## config.mk

```make
export PLATFORM = sky130hd
export DESIGN_NAME = apb_rr_master_flat
export DESIGN_NICKNAME = d
export VERILOG_FILES = /design/src/rtl/apb_rr_pkg.sv /design/src/rtl/apb_rr_master_if.sv /design/src/rtl/rr_arbiter.sv /design/src/rtl/apb_rr_master.sv /design/src/flat_wrapper.sv
export SDC_FILE = /design/constraint.sdc
export NUM_CORES = 1
export LEC_CHECK = 0
export ABC_AREA = 0
export BUFFER_PORTS_ARGS = -buffer_cell sky130_fd_sc_hd__buf_2
export CAP_MARGIN = 30
export CORE_ASPECT_RATIO = 1.5
export CORE_UTILIZATION = 39
export DETAILED_ROUTE_END_ITERATION = 8
export GPL_ROUTABILITY_DRIVEN = 0
export PLACE_DENSITY_LB_ADDON = 0.12
export SYNTH_ARGS = -nofsm -noshare
export SYNTH_HDL_FRONTEND = slang
export SYNTH_SLANG_ARGS = --single-unit
```

## constraint.sdc

```tcl
create_clock -name P_clk -period 1.7 [get_ports P_clk]
set_clock_uncertainty 0.1 [all_clocks]
set_input_delay 0.17 -clock P_clk [delete_from_list [all_inputs] [get_ports P_clk]]
set_output_delay 0.17 -clock P_clk [all_outputs]
set_load 0.02 [all_outputs]
```

## src/rtl/apb_rr_pkg.sv

```systemverilog
// Shared types and helpers for the round-robin APB master.
package apb_rr_pkg;

    localparam int unsigned DefNumReq  = 4;
    localparam int unsigned DefAddrW   = 8;
    localparam int unsigned DefDataW   = 8;
    localparam int unsigned DefTimeout = 16;
    localparam int unsigned MaxReq     = 8;

    typedef enum logic [1:0] {
        StIdle,
        StSetup,
        StAccess
    } state_e;

    // Index of the first set bit of vec, searching upward from ptr+1 and wrapping at n.
    function automatic logic [2:0] rr_first(input logic [MaxReq-1:0] vec,
                                            input logic [2:0]        ptr,
                                            input int unsigned       n);
        logic [2:0]  pick;
        logic        found;
        int unsigned idx;
        pick  = '0;
        found = 1'b0;
        for (int unsigned i = 1; i <= MaxReq; i++) begin
            if (i <= n) begin
                idx = (32'(ptr) + i) % n;
                if (!found && vec[idx[2:0]]) begin
                    pick  = idx[2:0];
                    found = 1'b1;
                end
            end
        end
        return pick;
    endfunction

endpackage

```

## src/rtl/apb_rr_master_if.sv

```systemverilog
// APB bus bundle between the round-robin master and a slave segment.
interface apb_rr_master_if #(
    parameter int unsigned ADDR_W = 8,
    parameter int unsigned DATA_W = 8
) ();
    logic              P_sel;
    logic              P_enable;
    logic              P_write;
    logic [ADDR_W-1:0] P_addr;
    logic [DATA_W-1:0] P_wdata;
    logic [DATA_W-1:0] P_rdata;
    logic              P_ready;
    logic              P_slverr;

    modport master (
        output P_sel, P_enable, P_write, P_addr, P_wdata,
        input  P_rdata, P_ready, P_slverr
    );

    modport slave (
        input  P_sel, P_enable, P_write, P_addr, P_wdata,
        output P_rdata, P_ready, P_slverr
    );
endinterface

```

## src/rtl/rr_arbiter.sv

```systemverilog
// Round-robin winner select with a registered last-winner pointer.
module rr_arbiter
    import apb_rr_pkg::*;
#(
    parameter  int unsigned NumReq = DefNumReq,
    localparam int unsigned IdxW   = $clog2(NumReq)
) (
    input  logic              clk,
    input  logic              rst,
    input  logic [NumReq-1:0] eligible,
    input  logic              update,
    output logic              any,
    output logic [IdxW-1:0]   winner,
    output logic [NumReq-1:0] winner_oh
);

    logic [IdxW-1:0] ptr_q;

    always_comb begin
        any       = |eligible;
        winner    = IdxW'(rr_first(MaxReq'(eligible), 3'(ptr_q), NumReq));
        winner_oh = '0;
        if (any) winner_oh[winner] = 1'b1;
    end

    // Reset to the last requester so requester 0 wins first.
    always_ff @(posedge clk or posedge rst) begin
        if (rst) begin
            ptr_q <= IdxW'(NumReq - 1);
        end else if (update && any) begin
            ptr_q <= winner;
        end
    end

endmodule

```

## src/rtl/apb_rr_master.sv

```systemverilog
// Multi-requester APB master with round-robin arbitration.
// Define APB_RR_TIMEOUT_EN to abort ACCESS phases that wait TIMEOUT_CYCLES without P_ready.
module apb_rr_master
    import apb_rr_pkg::*;
#(
    parameter int unsigned NUM_REQ        = DefNumReq,
    parameter int unsigned ADDR_W         = DefAddrW,
    parameter int unsigned DATA_W         = DefDataW,
    parameter int unsigned TIMEOUT_CYCLES = DefTimeout
) (
    input  logic                      P_clk,
    input  logic                      P_reset,
    input  logic [NUM_REQ-1:0]        req,
    input  logic [NUM_REQ-1:0]        req_rw,
    input  logic [NUM_REQ*ADDR_W-1:0] req_addr,
    input  logic [NUM_REQ*DATA_W-1:0] req_wdata,
    output logic [NUM_REQ-1:0]        gnt,
    output logic [NUM_REQ-1:0]        done,
    output logic                      err,
    output logic [DATA_W-1:0]         rdata,
    output logic                      busy,
    apb_rr_master_if.master           apb
);

    localparam int unsigned IdxW = $clog2(NUM_REQ);

    if (NUM_REQ < 2 || NUM_REQ > MaxReq || TIMEOUT_CYCLES == 0) begin : g_param_check
        $error("apb_rr_master: unsupported parameter set");
    end

    state_e              state_q, state_d;
    logic [NUM_REQ-1:0]  gnt_q, gnt_d, done_q, done_d;
    logic                err_q, err_d, busy_q, busy_d;
    logic [DATA_W-1:0]   rdata_q, rdata_d, wdata_q, wdata_d;
    logic [ADDR_W-1:0]   addr_q, addr_d;
    logic                sel_q, sel_d, en_q, en_d, write_q, write_d;
    logic                any;
    logic [IdxW-1:0]     winner;
    logic [NUM_REQ-1:0]  winner_oh;
    logic                finish;

`ifdef APB_RR_TIMEOUT_EN
    localparam int unsigned CntW = $clog2(TIMEOUT_CYCLES + 1);
    logic [CntW-1:0] cnt_q, cnt_d;
`endif

    rr_arbiter #(
        .NumReq (NUM_REQ)
    ) u_arb (
        .clk       (P_clk),
        .rst       (P_reset),
        .eligible  (req & ~done_q),
        .update    (state_q == StIdle),
        .any       (any),
        .winner    (winner),
        .winner_oh (winner_oh)
    );

    always_comb begin
        state_d = state_q;
        gnt_d   = gnt_q;
        done_d  = '0;
        err_d   = 1'b0;
        busy_d  = busy_q;
        rdata_d = rdata_q;
        addr_d  = addr_q;
        wdata_d = wdata_q;
        write_d = write_q;
        sel_d   = sel_q;
        en_d    = en_q;
        finish  = 1'b0;
`ifdef APB_RR_TIMEOUT_EN
        cnt_d   = cnt_q;
`endif
        unique case (state_q)
            StIdle: begin
                if (any) begin
                    write_d = req_rw[winner];
                    addr_d  = req_addr[int'(winner)*ADDR_W +: ADDR_W];
                    wdata_d = req_wdata[int'(winner)*DATA_W +: DATA_W];
                    gnt_d   = winner_oh;
                    sel_d   = 1'b1;
                    busy_d  = 1'b1;
                    state_d = StSetup;
                end
            end
            StSetup: begin
                en_d    = 1'b1;
                state_d = StAccess;
`ifdef APB_RR_TIMEOUT_EN
                cnt_d   = '0;
`endif
            end
            StAccess: begin
                if (apb.P_ready) begin
                    finish = 1'b1;
                    err_d  = apb.P_slverr;
                    if (!write_q) rdata_d = apb.P_rdata;
`ifdef APB_RR_TIMEOUT_EN
                end else if (cnt_q == CntW'(TIMEOUT_CYCLES - 1)) begin
                    finish  = 1'b1;
                    err_d   = 1'b1;
                    rdata_d = '0;
                end else begin
                    cnt_d = cnt_q + 1'b1;
`endif
                end
            end
            default: state_d = StIdle;
        endcase
        if (finish) begin
            done_d  = gnt_q;
            gnt_d   = '0;
            sel_d   = 1'b0;
            en_d    = 1'b0;
            busy_d  = 1'b0;
            state_d = StIdle;
        end
    end

    always_ff @(posedge P_clk or posedge P_reset) begin
        if (P_reset) begin
            state_q <= StIdle;
            gnt_q   <= '0;
            done_q  <= '0;
            err_q   <= 1'b0;
            busy_q  <= 1'b0;
            rdata_q <= '0;
            addr_q  <= '0;
            wdata_q <= '0;
            write_q <= 1'b0;
            sel_q   <= 1'b0;
            en_q    <= 1'b0;
`ifdef APB_RR_TIMEOUT_EN
            cnt_q   <= '0;
`endif
        end else begin
            state_q <= state_d;
            gnt_q   <= gnt_d;
            done_q  <= done_d;
            err_q   <= err_d;
            busy_q  <= busy_d;
            rdata_q <= rdata_d;
            addr_q  <= addr_d;
            wdata_q <= wdata_d;
            write_q <= write_d;
            sel_q   <= sel_d;
            en_q    <= en_d;
`ifdef APB_RR_TIMEOUT_EN
            cnt_q   <= cnt_d;
`endif
        end
    end

    assign gnt          = gnt_q;
    assign done         = done_q;
    assign err          = err_q;
    assign rdata        = rdata_q;
    assign busy         = busy_q;
    assign apb.P_sel    = sel_q;
    assign apb.P_enable = en_q;
    assign apb.P_write  = write_q;
    assign apb.P_addr   = addr_q;
    assign apb.P_wdata  = wdata_q;

endmodule

```

## src/flat_wrapper.sv

```systemverilog
// flat-port wrapper written by rule: the top's interface ports become plain ports
module apb_rr_master_flat import apb_rr_pkg::*;
#(
    parameter int unsigned NUM_REQ        = DefNumReq,
    parameter int unsigned ADDR_W         = DefAddrW,
    parameter int unsigned DATA_W         = DefDataW,
    parameter int unsigned TIMEOUT_CYCLES = DefTimeout
)
  (P_clk, P_reset, req, req_rw, req_addr, req_wdata, gnt, done, err, rdata, busy, apb_P_sel, apb_P_enable, apb_P_write, apb_P_addr, apb_P_wdata, apb_P_rdata, apb_P_ready, apb_P_slverr);
  apb_rr_master_if #(.ADDR_W(ADDR_W), .DATA_W(DATA_W)) apb_i ();
  input  logic P_clk;
  input  logic P_reset;
  input  logic [NUM_REQ-1:0] req;
  input  logic [NUM_REQ-1:0] req_rw;
  input  logic [NUM_REQ*ADDR_W-1:0] req_addr;
  input  logic [NUM_REQ*DATA_W-1:0] req_wdata;
  output logic [NUM_REQ-1:0] gnt;
  output logic [NUM_REQ-1:0] done;
  output logic err;
  output logic [DATA_W-1:0] rdata;
  output logic busy;
  output wire logic [$bits(apb_i.P_sel)-1:0] apb_P_sel;
  output wire logic [$bits(apb_i.P_enable)-1:0] apb_P_enable;
  output wire logic [$bits(apb_i.P_write)-1:0] apb_P_write;
  output wire logic [$bits(apb_i.P_addr)-1:0] apb_P_addr;
  output wire logic [$bits(apb_i.P_wdata)-1:0] apb_P_wdata;
  input wire logic [$bits(apb_i.P_rdata)-1:0] apb_P_rdata;
  input wire logic [$bits(apb_i.P_ready)-1:0] apb_P_ready;
  input wire logic [$bits(apb_i.P_slverr)-1:0] apb_P_slverr;
  assign apb_P_sel = apb_i.P_sel;
  assign apb_P_enable = apb_i.P_enable;
  assign apb_P_write = apb_i.P_write;
  assign apb_P_addr = apb_i.P_addr;
  assign apb_P_wdata = apb_i.P_wdata;
  assign apb_i.P_rdata = apb_P_rdata;
  assign apb_i.P_ready = apb_P_ready;
  assign apb_i.P_slverr = apb_P_slverr;
  apb_rr_master #(.NUM_REQ(NUM_REQ), .ADDR_W(ADDR_W), .DATA_W(DATA_W), .TIMEOUT_CYCLES(TIMEOUT_CYCLES)) u_core (.P_clk(P_clk), .P_reset(P_reset), .req(req), .req_rw(req_rw), .req_addr(req_addr), .req_wdata(req_wdata), .gnt(gnt), .done(done), .err(err), .rdata(rdata), .busy(busy), .apb(apb_i));
endmodule
```

* Yosys cells after proc, flatten, opt, wreduce, memory -nomap -nowiden
Index checks and enable logic that the tools add are counted.
** Word-level totals
- Bits in latches :: 0
- Logic and storage cells :: 82
- Register bits after elaboration :: 40
- Bits in read-only memories :: 0
- Memories kept :: 0
- Input port bits :: 84
- RAM bits :: 0
** Operators by class
- Reduce and logical (&&, ||, !) cells :: 17
- Order comparisons :: 6
- Bitwise operators :: 3
- Shifts and indexed selects :: 2
- Add/subtract/negate cells :: 4
- Multiplexer cells :: 35
- Equal/unequal tests :: 4
- $mul :: 0
- Div/mod/pow operators :: 0
** Operators by type and width (count)
- $shiftx 32x6->8 :: 2
- $mux 1 :: 18
- $lt 2x4->1 const B :: 4
- $mux 4 :: 4
- $mux 2 :: 6
- $bmux 1 s2 :: 5
- $pmux 2 s3 :: 1
- $reduce_and 2->1 :: 3
- $reduce_bool 2->1 :: 3
- $logic_and 1x1->1 :: 5
- $add 2x1->2 const B :: 2
- $add 2x2->2 const B :: 2
- $and 4x4->4 :: 1
- $not 4->4 :: 1
- $reduce_or 4->1 :: 1
- $logic_not 1->1 :: 3
- $lt 2x3->1 const B :: 1
- $ne 3x1->1 const B :: 1
- $reduce_and 3->1 :: 1
- $demux 1 s2 :: 1
- $eq 2x1->1 const B :: 1
- $eq 2x2->1 const B :: 1
- $ge 2x1->1 const B :: 1
- $logic_not 2->1 :: 1
- 2 further kinds :: 2

* Depth between registers and ports, before layout
- Depth after elaboration :: 21
- Gate-level depth with buffers :: 7
- Depth with buffers taken out :: 6

* Cells and area by module
From an unflattened synthesis, not the netlist that was laid out.
** Unflattened totals
- Cell total of the unflattened synthesis :: 181
- Area total of the unflattened synthesis :: 2130.8 um^2
** Modules (own cells, without submodules)
- apb_rr_master :: sequential area each 950.9 um^2, area an instance 1933.1 um^2, instances 1, cells an instance 156
- rr_arbiter :: sequential area each 52.6 um^2, area an instance 197.7 um^2, instances 1, cells an instance 25

* Worst setup path after synthesis
Ideal clock, no wire load.
- Path type :: flip-flop to flip-flop
- Start :: reg u_core.done_q[3], in the netlist u_core.done[3]
- End :: reg u_core.addr_q[4], in the netlist u_core.apb.P_addr[4]
- Slack :: -0.103 ns
- Arrival :: 1.566 ns
- Clock period less this slack :: 1.803 ns
- Path buffers :: 1
- Cell stages (with the launch flop) :: 8
- Data required time :: 1.462 ns
- Cell sequence :: dfrtp_1 -> nor2b_1 -> nand2b_1 -> o21ai_2 -> inv_2 -> o21ai_2 -> buf_2 -> o221ai_1
** Between the ends
- Cells in the longest elaborated chain, start to end :: 15
- Elaborated cells between the ends (all ways) :: 26
- Those cells by class :: shift (1); mux (15); bitwise (2); reduce/logical (8)
** RTL lines
- start, declared :: RTL line apb_rr_master.sv:32 : logic [NUM_REQ-1:0] gnt_q, gnt_d, done_q, done_d;
- start signal, assigned :: RTL line apb_rr_master.sv:140 : done_q <= done_d;
- $not 4->4 (*) :: RTL line apb_rr_master.sv:52 : .eligible (req & ~done_q),
- $and 4x4->4 (*) :: RTL line apb_rr_master.sv:52
- $bmux 1 s2 :: RTL line apb_rr_pkg.sv:28 : if (!found && vec[idx[2:0]]) begin
- $mux 1 (implied by the code) :: RTL line apb_rr_pkg.sv:28
- $mux 1 :: RTL line apb_rr_pkg.sv:28
- $logic_not 1->1 :: RTL line apb_rr_pkg.sv:28
- $logic_and 1x1->1 :: RTL line apb_rr_pkg.sv:28
- $mux 1 :: RTL line apb_rr_pkg.sv:28
- $logic_not 1->1 :: RTL line apb_rr_pkg.sv:28
- $logic_and 1x1->1 :: RTL line apb_rr_pkg.sv:28
- $mux 1 :: RTL line apb_rr_pkg.sv:28
- $logic_not 1->1 :: RTL line apb_rr_pkg.sv:28
- $logic_and 1x1->1 :: RTL line apb_rr_pkg.sv:28
- $mux 2 :: RTL line apb_rr_pkg.sv:28
- $shiftx 32x6->8 :: RTL line apb_rr_master.sv:79 : addr_d = req_addr[int'(winner)*ADDR_W +: ADDR_W];
- end signal, assigned :: RTL line apb_rr_master.sv:144 : addr_q <= addr_d;
- end, declared :: RTL line apb_rr_master.sv:35 : logic [ADDR_W-1:0] addr_q, addr_d;
Mark *: on every way between the ends. The rest lies on a longest branch, timed or not. The select of a mux whose other input is x is not followed.
A chain may end at the register's enable or synchronous reset.

* Worst setup path after layout
- Start :: reg u_core.u_arb.ptr_q[1]
- End :: reg u_core.addr_q[5], in the netlist u_core.apb.P_addr[5]
** Between the ends
- Cells in the longest elaborated chain, start to end :: 14
- Elaborated cells between the ends (all ways) :: 26
- Those cells by class :: add/sub (4); shift (1); mux (15); reduce/logical (6)
** RTL lines
- start, declared :: RTL line rr_arbiter.sv:17 : logic [IdxW-1:0] ptr_q;
- start signal, assigned :: RTL line rr_arbiter.sv:29 : ptr_q <= IdxW'(NumReq - 1);
- start signal, assigned :: RTL line rr_arbiter.sv:31 : ptr_q <= winner;
- $add 2x1->2 :: RTL line apb_rr_pkg.sv:27 : idx = (32'(ptr) + i) % n;
- $bmux 1 s2 :: RTL line apb_rr_pkg.sv:28
- $mux 1 (implied by the code) :: RTL line apb_rr_pkg.sv:28
- $mux 1 :: RTL line apb_rr_pkg.sv:28
- $logic_not 1->1 :: RTL line apb_rr_pkg.sv:28
- $logic_and 1x1->1 :: RTL line apb_rr_pkg.sv:28
- $mux 1 :: RTL line apb_rr_pkg.sv:28
- $logic_not 1->1 :: RTL line apb_rr_pkg.sv:28
- $logic_and 1x1->1 :: RTL line apb_rr_pkg.sv:28
- $mux 1 :: RTL line apb_rr_pkg.sv:28
- $logic_not 1->1 :: RTL line apb_rr_pkg.sv:28
- $logic_and 1x1->1 :: RTL line apb_rr_pkg.sv:28
- $mux 2 (*) :: RTL line apb_rr_pkg.sv:28
- $shiftx 32x6->8 (*) :: RTL line apb_rr_master.sv:79
Marks and branches as above.

==> impl_metrics.ini <==
[cts]
cts-root-buf = clkbuf_8
cts_sinks = 40
htree_levels = 2
cts_tree = done
cts_buffers = 5
clk_latency_ps = 300
clk_pin_slew_ps = 90
cts_max_path_buffers = 2

[floorplanning]
die_h_um = 90.9
ioPinCount = 121
fp.coreArea_sq_um = 5080
std_cell_rows = 32
dieArea_sq_um = 5570
start_util = 0.404
fp.dieW_um = 61.2

[timing]
relSlewSlack = 0.758
fin_crit_ps = 1820
layout_worst_path_cycle_share = 1.07
worst_pin_slew_ps = 360
setup_violations = 17
maxSlewViolCount = 0
grt_setup_unrepaired = true
final.setup.tns_ps = -1680
worst_slack_ps = -119
timing_hold_violations_final = 0
fmax_mhz = 550

[placement]
portBuffers = 120
post-dp-hpwl_um = 3890
placed_area_sq_um = 2830

[synthesis]
synth_warnings = 0
yosysTopAreaCellShare = 0.463
async_flop_share = 1.00
synth_area_leaders = dfrtp_1 46%, mux2i_1 17%, o221ai_1 7.3%, nand2_1 4.9%, mux2_2 4.4%
ys_seq_area_frac = 0.489
synthTopCellsByCount = 38 x dfrtp_1, 35 x mux2i_1, 27 x nand2_1
post_synth_num_cell_types = 34
synth_nets = 265
synth_most_common_cell = dfrtp_1
synth_area_sq_um = 2050
syn_area_per_cell_sq_um = 11.3
synth-edff-count = 0
syn-instance-count = 181
ys_ff_latch = 40
synthFlopType = dfrtp_1
synth_top_area_cell = dfrtp_1

[grt]
grt_pass1_vias = 1945
overflow = 0
grt_pass1_wl_um = 8540
track_usage = 0.205
grt_max_degree = 25
antenna_found_initial = 0

[setup_path]
critPathRequiredTime_ps = 1770
cp-start-kind = register
path_class = reg2reg
crit_fanout = 24
cp.arrival_ps = 1890
cp-end-kind = register

[routing]
avgViaCountPerCell = 5.03
first_pass_iters = 4
detail-route-antenna-nets = 0
finalWirelength_um = 5280
route.detailed.drc = 0
drt_iter0_drc = 53
via_count = 1966
avgRoutedWirePerCell_um = 13.5

[final_layout]
final_nets = 406
drive_gt1_frac = 0.517
finish.instance_area_sq_um = 3120
antenna_cells = 0
area_growth_pct = 51.9

[pwr]
peakVddDrop_mv = 0.717
pwr_density_cell_nw_per_um2 = 1740
leakagePower_nw = 1.64

[run_status]
violations = setup timing
status = complete, but fails checks

[run]
max-cap-violations = 0

[min_path]
hp-class = in2reg
## path summary, 6_finish.rpt
path	cells past startpoint	start	slack, ps	end
min reg2reg	2	u_core.apb.P_addr[4]	390	u_core.apb.P_addr[4]
min	2	apb_P_rdata[3]	5	u_core.rdata[3]
max reg2reg	6	u_core.u_arb.ptr_q[1]	-120	u_core.apb.P_addr[5]
max in group asynchronous	4	P_reset	870	u_core.u_arb.ptr_q[0]
min in group asynchronous	4	P_reset	360	u_core.rdata[7]
max	6	u_core.u_arb.ptr_q[1]	-120	u_core.apb.P_addr[5]
## through the flow
| stage | utilization | instances | hold WS (ps) | worst slack (ps) | total power (W) |
|---|---|---|---|---|---|
| 3_5_place_dp | 0.557 | 371 | 137 | -149 | 0.00450 |
| 3_3_place_gp | 0.557 | 371 | 140 | -135 | 0.00446 |
| 5_1_grt | 0.613 | 391 | 4.86 | -239 | 0.00580 |
| 2_1_floorplan | - | 181 | 199 | -73.6 | 0.00353 |
| 4_1_cts | 0.596 | 387 | 0.233 | -130 | 0.00533 |
| 6_report | 0.613 | 391 | 4.72 | -119 | 0.00543 |
## metal layers
| layer | up-vias | wire [um] | GRT usage |
|---|---|---|---|
| li1 | 952 | - | - |
| met1 | 929 | 2160 | 0.236 |
| met2 | 79 | 2730 | 0.353 |
| met3 | 6 | 308 | 0.0473 |
| met4 | 0 | 75 | 0.0739 |
| met5 | - | 0 | 0 |
## where the power goes
group	leakage (nW)	internal [W]	switching [W]
registers	0.494	0.00139	0.000256
clock network	0.0548	0.000442	0.000349
logic	1.09	0.00137	0.00162
## worst max-delay path, cell delays in order, from the launching register on
cell	delay, ps
dfstp_2	560
nand3b_1	100
a311oi_2	320
nand2_4	120
buf_12	190
mux2i_2	180
o221ai_1	130
## cell type report
type / count / area (sq um)
tap: 68 / 85.1
inverter: 4 / 15.0
fill: 468 / 1970
clock buffer: 5 / 68.8
sequential: 40 / 1000
clock inverter: 3 / 46.3
timing repair buffer: 143 / 858
multi-input combinational: 128 / 1040
## registers in the layout, indices dropped and copies added, names as in the netlist
signal,count
u_core.apb.P_addr,8
u_core.apb.P_write,1
u_core.busy,1
u_core.u_arb.ptr_q,2
u_core.rdata,8
u_core.apb.P_wdata,8
u_core.err,1
u_core.state_q,2
u_core.done,4
u_core.apb.P_enable,1
u_core.gnt,4
## cells in the final DEF (no fill, tap or decap), types with 2 or more instances in the layout
master / n
a21oi_1: 2
a32o_1: 2
and2_1: 6
buf_12: 5
buf_2: 120
buf_4: 9
clkbuf_8: 5
dfrtp_1: 38
dfstp_2: 2
dlygate4sd3_1: 9
inv_1: 3
mux2_2: 3
mux2_4: 5
mux2i_1: 33
mux2i_2: 2
nand2_1: 26
nand2_4: 2
nand2b_1: 4
nand3_1: 2
nor2_1: 4
nor2_4: 2
o21ai_1: 2
o221ai_1: 17
## kinds of logic (layout without fill, tap and decap cells)
logic type,Yosys count,in the layout,share of synthesized area
AND/OR/NAND/NOR,53,53,0.129
AO/OA/AOI/OAI,32,32,0.130
flip-flops,40,40,0.489
buffers and inverters,13,155,0.0378
multiplexers,43,43,0.215
## timing repair
action	4_1_cts	5_1_grt
hold buffers	8	1
hold endpoints to repair	45	1
setup buffers	0	3
resized for setup	1	13
pin swaps	0	2
setup endpoints to repair	17	30
Power figures use the tool's default switching activity.
